**src/rtl/muldiv_unit_e.sv**
```systemverilog
// Iterative RV32M multiply/divide unit for the execute stage.
// Radix-2 shift-add multiply and restoring divide on magnitudes, with sign fix-up at completion.
module muldiv_unit_e #(
  parameter int XLEN = 32
) (
  input  logic            clk,
  input  logic            reset,
  input  logic            MulDivStartE,
  input  logic [2:0]      MulDivOpE,
  input  logic [XLEN-1:0] SrcAE,
  input  logic [XLEN-1:0] WriteDataE,
  input  logic            FlushE,
  output logic            MulDivBusyE,
  output logic            MulDivDoneE,
  output logic [XLEN-1:0] MulDivResultE
);

  localparam int CW = $clog2(XLEN) + 1;
  localparam logic [XLEN-1:0] MIN_NEG = {1'b1, {(XLEN-1){1'b0}}};

  typedef enum logic [1:0] {S_IDLE, S_BUSY, S_DONE} state_e;

  state_e            state_q, state_d;
  logic [CW-1:0]     cnt_q, cnt_d;
  logic [2:0]        op_q, op_d;
  logic              neg_q, neg_d;
  logic [XLEN-1:0]   opnd_q, opnd_d;
  logic [2*XLEN-1:0] acc_q, acc_d;
  logic [XLEN-1:0]   result_q, result_d;

  // Operand decode straight from the EX-stage inputs, used only on the accepting cycle.
  logic            is_div, a_signed, b_signed, a_neg, b_neg, div_zero, div_ovf, special;
  logic [XLEN-1:0] a_mag, b_mag, special_res;

  assign is_div   = MulDivOpE[2];
  assign a_signed = (MulDivOpE == 3'b001) | (MulDivOpE == 3'b010) |
                    (MulDivOpE == 3'b100) | (MulDivOpE == 3'b110);
  assign b_signed = (MulDivOpE == 3'b001) | (MulDivOpE == 3'b100) | (MulDivOpE == 3'b110);
  assign a_neg    = a_signed & SrcAE[XLEN-1];
  assign b_neg    = b_signed & WriteDataE[XLEN-1];
  assign a_mag    = a_neg ? -SrcAE : SrcAE;
  assign b_mag    = b_neg ? -WriteDataE : WriteDataE;
  assign div_zero = (WriteDataE == '0);
  assign div_ovf  = ~MulDivOpE[0] & (SrcAE == MIN_NEG) & (WriteDataE == '1);
  assign special  = is_div & (div_zero | div_ovf);
  assign special_res = div_zero ? (MulDivOpE[1] ? SrcAE : '1)
                                : (MulDivOpE[1] ? '0 : MIN_NEG);

  // One iteration: acc holds {partial product, multiplier} or {remainder, dividend/quotient}.
  logic [XLEN:0]     mul_sum, div_cand, div_diff;
  logic              q_bit;
  logic [2*XLEN-1:0] step, prod;
  logic [XLEN-1:0]   quo, rem, mul_res, div_res, final_res;

  assign mul_sum  = {1'b0, acc_q[2*XLEN-1:XLEN]} + (acc_q[0] ? {1'b0, opnd_q} : '0);
  assign div_cand = acc_q[2*XLEN-1:XLEN-1];
  assign div_diff = div_cand - {1'b0, opnd_q};
  assign q_bit    = ~div_diff[XLEN];
  assign step     = op_q[2]
                  ? {(q_bit ? div_diff[XLEN-1:0] : div_cand[XLEN-1:0]), acc_q[XLEN-2:0], q_bit}
                  : {mul_sum, acc_q[XLEN-1:1]};

  assign prod      = neg_q ? -step : step;
  assign mul_res   = (op_q[1:0] == 2'b00) ? prod[XLEN-1:0] : prod[2*XLEN-1:XLEN];
  assign quo       = step[XLEN-1:0];
  assign rem       = step[2*XLEN-1:XLEN];
  assign div_res   = op_q[1] ? (neg_q ? -rem : rem) : (neg_q ? -quo : quo);
  assign final_res = op_q[2] ? div_res : mul_res;

  // NOTE: every combinational output gets a default first so no path infers a latch.
  always_comb begin
    state_d     = state_q;
    cnt_d       = cnt_q;
    op_d        = op_q;
    neg_d       = neg_q;
    opnd_d      = opnd_q;
    acc_d       = acc_q;
    result_d    = result_q;
    MulDivBusyE = 1'b0;
    unique case (state_q)
      S_IDLE: begin
        if (MulDivStartE && !FlushE) begin
          MulDivBusyE = 1'b1;
          op_d        = MulDivOpE;
          neg_d       = (is_div && MulDivOpE[1]) ? a_neg : (a_neg ^ b_neg);
          cnt_d       = '0;
          if (special) begin
            state_d  = S_DONE;
            result_d = special_res;
          end else begin
            state_d = S_BUSY;
            opnd_d  = is_div ? b_mag : a_mag;
            acc_d   = {{XLEN{1'b0}}, (is_div ? a_mag : b_mag)};
          end
        end
      end
      S_BUSY: begin
        MulDivBusyE = 1'b1;
        acc_d       = step;
        cnt_d       = cnt_q + 1'b1;
        if (cnt_q == CW'(XLEN - 1)) begin
          state_d  = S_DONE;
          result_d = final_res;
        end
      end
      S_DONE:  state_d = S_IDLE;
      default: state_d = S_IDLE;
    endcase
    // A kill discards the in-flight op and leaves the previous result visible.
    if (FlushE) begin
      state_d  = S_IDLE;
      result_d = result_q;
    end
    if (reset) MulDivBusyE = 1'b0;
  end

  // NOTE: non-blocking assignments for all state; reset also clears the operand/accumulator registers.
  always_ff @(posedge clk) begin
    if (reset) begin
      state_q  <= S_IDLE;
      cnt_q    <= '0;
      op_q     <= '0;
      neg_q    <= 1'b0;
      opnd_q   <= '0;
      acc_q    <= '0;
      result_q <= '0;
    end else begin
      state_q  <= state_d;
      cnt_q    <= cnt_d;
      op_q     <= op_d;
      neg_q    <= neg_d;
      opnd_q   <= opnd_d;
      acc_q    <= acc_d;
      result_q <= result_d;
    end
  end

  assign MulDivDoneE   = ~reset & (state_q == S_DONE);
  assign MulDivResultE = result_q;

endmodule
```
**config.mk**
```make
export PLATFORM = sky130hd
export DESIGN_NAME = muldiv_unit_e
export DESIGN_NICKNAME = d
export VERILOG_FILES = /design/src/rtl/muldiv_unit_e.sv
export SDC_FILE = /design/constraint.sdc
export NUM_CORES = 1
export LEC_CHECK = 0
export BUFFER_PORTS_ARGS = -buffer_cell sky130_fd_sc_hd__clkbuf_2
export CAP_MARGIN = 5
export CORE_ASPECT_RATIO = 0.75
export CORE_MARGIN = 1.5
export CORE_UTILIZATION = 45
export DETAILED_ROUTE_END_ITERATION = 6
export HOLD_SLACK_MARGIN = 0.03
export PLACE_DENSITY_LB_ADDON = 0.2
export SLEW_MARGIN = 20
export SYNTH_ARGS = -nofsm -noshare
export SYNTH_HDL_FRONTEND = slang
export SYNTH_SLANG_ARGS = --single-unit
```
**constraint.sdc**
```tcl
create_clock -name clk -period 15.26 [get_ports clk]
set_input_delay 0.763 -clock clk [delete_from_list [all_inputs] [get_ports clk]]
set_output_delay 0.763 -clock clk [all_outputs]
set_load 0.02 [all_outputs]
```
After elaboration in Yosys (flattened, before gate mapping):

Index checks and enable logic that the tools add are counted.
W data, S select, Z words.

* bits in registers: 140
* bits in latches: 0
* bits in writable memories: 0
* memory bits (read-only): 0
* input bits: 71
* output and inout bits: 34
* logic and storage cells: 93
* memories kept: 0

* add/subtract/negate cells: 8
* multipliers: 0
* divide/modulo/power cells: 0
* magnitude comparators: 0
* eq/ne operators: 13
* shift operators: 0
* multiplexer cells: 33
* bitwise logic cells: 18
* reductions and logical operators: 14

Operator list (number)
* $mux W32: 17
* $mux W64: 4
* $neg A32 Y32: 4
* $pmux W64 S2: 1
* $eq A32 B32 Y1 const B: 2
* $neg A64 Y64: 1
* $pmux W32 S2: 1
* $add A32 B32 Y33: 1
* $sub A33 B32 Y33: 1
* $logic_not A32 Y1: 1
* $pmux W6 S2: 1
* $ne A2 B2 Y1 const B: 4
* $add A6 B1 Y6 const B: 1
* $and A1 B1 Y1: 6
* $eq A3 B3 Y1 const B: 2
* $eq A6 B5 Y1 const B: 1
* $mux W2: 3
* $mux W6: 1
* $or A1 B1 Y1: 6
* $reduce_and A2 Y1: 3
* $reduce_and A3 Y1: 2
* $not A1 Y1: 5
* $reduce_and A5 Y1: 1
* $logic_not A2 Y1: 2
* other kinds (12): 15

Logic depth before layout (Yosys ltp):

* depth after elaboration: 10
* mapped depth: 23
* depth with buffers taken out: 23

Worst setup path after synthesis:

No wires, ideal clock.

* path kind: register -> register
* start point: reg acc_q[31]
* end point: reg result_q[2] (netlist: MulDivResultE[2])
* library setup time: 74 ps
* arrival: 4943 ps
* data required time: 15186 ps
* setup slack: 10243 ps
* stages on the path, launching flop included: 24
* path buffers: 1
* period minus slack after synthesis: 5017 ps
* cell sequence: dfxtp_1 -> inv_1 -> ha_1 -> inv_1 -> fa_1 -> a211oi_1 -> o21ai_1 -> o21ai_0 -> a21oi_2 -> a2111oi_0 -> or2_2 -> inv_1 -> ha_1 -> o21ai_0 -> nand2b_1 -> nand2b_1 -> or3_1 -> o21a_1 -> clkbuf_1 -> nor2_1 -> xor2_1 -> a221oi_1 -> o31ai_1 -> a31oi_1

* longest elaborated chain between the ends: 9
* elaborated cells between the ends (all ways): 15
* classes of those cells: add/sub (4); mux (10); bitwise (1)

Ends and longest elaborated chain
* start, declared: line 28 `logic [2*XLEN-1:0] acc_q, acc_d;`
* start signal, assigned: line 125 `acc_q <= '0;`
* start signal, assigned: line 133 `acc_q <= acc_d;`
* $sub A33 B32 Y33: line 57 `assign div_diff = div_cand - {1'b0, opnd_q};`
* $mux W32 or $not A1 Y1 (tied branches): line 60, 58
* $mux W64 (*): line 60 `? {(q_bit ? div_diff[XLEN-1:0] : div_cand[XLEN-1:0]), acc_q[XLEN-2:0], q_bit}`
* $neg A64 Y64 or $neg A32 Y32 (tied branches): line 63, 67
* $mux W64 or $mux W32 (tied branches): line 63, 67
* $mux W32, on equally long branches: line 64, 67
* $mux W32 (*): line 68 `assign final_res = op_q[2] ? div_res : mul_res;`
* $mux W32 (*): line 101 `if (cnt_q == CW'(XLEN - 1)) begin`
* $pmux W32 S2 (*): line 80 `unique case (state_q)`
* end signal, assigned: line 134 `result_q <= result_d;`
* end, declared: line 29 `logic [XLEN-1:0] result_q, result_d;`

Every way passes the cells marked *; elsewhere a longest branch is shown, timed or not. The select of a mux whose other input is x is not followed.
A chain may end at the register's enable or synchronous reset.

Worst setup path in the final report:

* start point: reg acc_q[31]
* end point: reg result_q[6] (netlist: MulDivResultE[6])

The elaborated chain is that of the path after synthesis.

==> summary by stage <==
Die
The width of the chip is ~220 um. In this run the core area contains 59 standard-cell rows. The starting density of the core is 45.4%. The die is around 160 um tall. roughly 110 I/O pins were placed.

The area enclosed by the die boundary is 36000 um2. The placeable core region is approximately 35000 um2.

Logic synthesis
Summed over all instances, the cell type with the most area after synthesis is dfxtp_1. The Yosys step of the flow raised 0 warnings. The area share of the largest cell type after synthesis is approximately 18%. The portion of the post-synthesis area used by sequential elements is 17.9%. The share of synthesized registers carrying an async set or reset is 0%.

Sorting the synthesized cells by area gives the leading types as dfxtp_1 18%, a21oi_1 6.3%, nand2_1 6.2%, nor2_1 5.6%, ha_1 5.6%. Yosys instantiated no cell more often than nand2_1. Yosys mapped the design onto 100 distinct sky130hd cell types.

After synthesis the netlist holds a flip-flop and latch count of 140. The cell area after synthesis is 15700 um2. The number of nets handed over by synthesis was roughly 2400.

The number of instances in the synthesized netlist is between 2000 and 2500. Sorting the synthesized cells by how often they occur yields 260 x nand2_1, 235 x nor2_1, 197 x a21oi_1. In this run the mean area of a mapped cell was approximately 7 um2. Among all flip-flop cells after synthesis, the most frequent one is dfxtp_1. The synthesized design contains 0 enable-type register cells.

Flow run
Across the run, the number of max-cap violations was 0.

Routing
After detailed routing, the average wire length per cell comes to around 25 um. The number of nets with antenna violations after routing is 0. The starting DRC count in detailed routing is ~2700. The total wire length is ~67 mm.

The number of iterations in the first detailed-routing pass is 7. In the routed layout, each cell is associated on average with a via count of 6.60. The number of remaining DRC errors is 10. The routed layout has ~18000 vias.

Final layout
The repair_antennas step left the layout with diodes totalling 0. The total number of nets in the final design is roughly 2400. Cells fill between 40 and 50% of the core in the end. The final instance count without filler cells is about 2700. Cells with a size suffix above 1 make up a little over a tenth of the layout. After routing the design area is 17100 um2.

The growth of design area from synthesis to finish is 8.70%.

Min path
The depth of the worst hold-timing path is 2. The worst hold-check path type is flop to flop. The startpoint identified for the worst hold timing path is opnd_q[12]$_SDFFE_PP0P_.

Placement
Counting tap cells, the placed design contains a total of about 2700 instances. Routability-driven placement finished with a final weighted congestion of 1.05. Input and output buffers added on the ports amount to 104. Once placement finished, the instance area stood at approximately 16000 um2. Once detailed placement completed, the half-perimeter wirelength came to about 52 mm.

GRT
The via count of the first global-routing pass is ~15000. The maximum number of pins on one net before global-route repair is 77. The first global-routing pass estimated roughly 99 mm of wire. The number of antenna violations at the first check in global routing came to 1. For this run, the total global-route usage over all layers was measured as between 30% and 40%. The total congestion overflow is 0.

Run status
The final reports fail on DRC. The flow ran to the end, but the final reports show violations.

Clock tree
The number of clock sinks is 140. The number of levels the H-tree was split into is 4. The clock input transition at the sequential cells of the worst setup and hold paths is about 0.07 ns.

The library cell used as clock root buffer is clkbuf_16. The number of hold buffers added after CTS is 0. The clock tree from TritonCTS is built.

At the later pin of the worst-skew pair, clock insertion delay measures between 0.4 and 0.5 ns. The maximum number of buffers from clock root to sink is 2. The number of cells upsized or downsized after cts is 0. In this run the post-CTS setup repair buffer count came out at 0. The number of buffers inserted during clock tree synthesis is 17.

Timing
The total of endpoints with negative setup slack in the final report is 0. The final critical path time including I/O delays and setup is around 6.3 ns. The count of final max-slew check failures came to 0. The worst setup skew after layout is roughly 0.013 ns. The share of the cycle needed by the critical path after routing is between 40% and 50%.

Setup repair after global routing left no endpoint under its margin. At the pin with the least slew margin, the transition time is 1.22 ns. Timing would allow up to 159 MHz. On the final layout, the worst hold slack is roughly 0.46 ns. The sum of negative setup slack is 0 ns. The relative max-transition margin is ~18%. The number of hold-slack violations in the final timing report is 0.

Critical path
Measured in cells, the most critical reg-to-reg path has a length of 23. The worst setup path is captured at a flop. The setup path with the least slack is of type flop to flop. On the critical path, the stage with the largest delay is an instance of a2111oi_0.

Together, buffers and inverters on the worst path number 3. In this design, the largest share of critical-path delay is due to compound AO/OA/AOI/OAI gates. In this run the worst path has a maximum fanout of 14. The critical path crosses 23 cells after its start point. The arrival time at the worst endpoint is 6.67 ns. The worst flop-to-flop path startpoint is acc_q[31]$_SDFFE_PP0P_. Walking the worst path, the cells encountered are inv_1 > ha_1 > inv_1 > fa_1 > a211oi_1 > o21ai_1 > o21ai_0 > a21oi_2 > a2111oi_1 > or2_2 > inv_1 > ha_1 > o21ai_0 > nand2b_1 > nand2b_1 > or3_1 > o21a_1 > a21oi_1 > xnor2_1 > nor2_1 > a2111oi_0 > o21ai_0 > a21oi_1.

STA classifies the critical path startpoint as a flop. The setup slack of the most critical reg-to-reg path is roughly 9.0 ns. The timing startpoint of the critical path is acc_q[31]$_SDFFE_PP0P_. Data on the critical path is required at its endpoint by between 15 and 20 ns. On the worst path, the slowest cell contributes a delay of 0.77 ns.

Power and ir drop
Power spread over the standard cell area amounts to 77.2 nW/um2. The reported leakage power is 6.49 nW. The maximum vdd drop is 61.2 uV.
==> worst reg2reg max path, stage by stage (launching register included) <==
cell	delay, ns
dfxtp_1	0.35
inv_1	0.09
ha_1	0.17
inv_1	0.06
fa_1	0.42
a211oi_1	0.28
o21ai_1	0.17
o21ai_0	0.46
a21oi_2	0.17
a2111oi_1	0.47
or2_2	0.25
inv_1	0.05
ha_1	0.20
o21ai_0	0.16
nand2b_1	0.23
nand2b_1	0.29
or3_1	0.26
o21a_1	0.59
a21oi_1	0.12
xnor2_1	0.22
nor2_1	0.06
a2111oi_0	0.77
o21ai_0	0.23
a21oi_1	0.16
==> final timing paths <==
kind                                        end
setup / recovery  MulDivResultE[6]$_SDFFE_PP0P_
hold reg to reg         opnd_q[12]$_SDFFE_PP0P_
setup reg to reg  MulDivResultE[6]$_SDFFE_PP0P_
hold / removal          opnd_q[12]$_SDFFE_PP0P_
==> placed cells by master, fill, tap and decap left out, drive strengths merged, types with 35 or more instances in the layout <==
cell	instances
nand3	39
xnor2	86
a21oi	198
a211oi	35
a31oi	42
nand2	260
dfxtp	140
clkbuf	121
mux2i	38
o211ai	60
nor2	235
ha	70
xor2	78
and2	42
inv	80
o21ai	165
nor3	63
==> sequential cells by signal (all words and copies together) (netlist names) <==
signal         count
cnt_q              6
neg_q              1
opnd_q            32
state_q            2
acc_q             64
op_q               3
MulDivResultE     32
==> through the flow <==
step	worst slack, ns	power, mW
4_1_cts	9.20	1.30
6_report	8.97	1.32
5_1_grt	8.66	1.36
3_5_place_dp	9.22	0.837
2_1_floorplan	10.24	0.701
3_3_place_gp	9.31	0.834
==> layer usage <==
metal | vias up | global-route usage [%] | routed length, um
met4 | 4 | 10.7 | 1830
met1 | 8470 | 54.5 | 30400
met3 | 115 | 11.3 | 8760
met5 | - | 3.33 | 179
li1 | 8254 | - | -
met2 | 1058 | 49.1 | 26100
==> cells by family (layout without fill, tap and decap cells) <==
| group | Yosys count | in the layout | share of synthesized area [%] |
|---|---|---|---|
| buf+inv | 227 | 244 | 5.78 |
| flops | 140 | 140 | 17.9 |
| compound gates | 755 | 755 | 31.9 |
| simple gates | 819 | 819 | 25.1 |
| xor+xnor | 164 | 164 | 9.15 |
| mux | 61 | 61 | 4.36 |
| fa+ha+maj | 72 | 72 | 5.84 |
==> area by class of cell <==
type	count	area, um2
clock inverters	13	189
repair buffers	133	741
inverters	79	297
well taps	457	572
multi-input cells	1871	12000
clock buffers	19	443
fillers	3511	17500
flip-flops and latches	140	2810
==> power breakdown <==
group | switching, mW | internal [mW] | total [mW]
combinational | 0.311 | 0.146 | 0.456
clock | 0.187 | 0.279 | 0.466
sequential | 0.0163 | 0.379 | 0.395
Note: power is estimated with default switching activity, not from simulation.
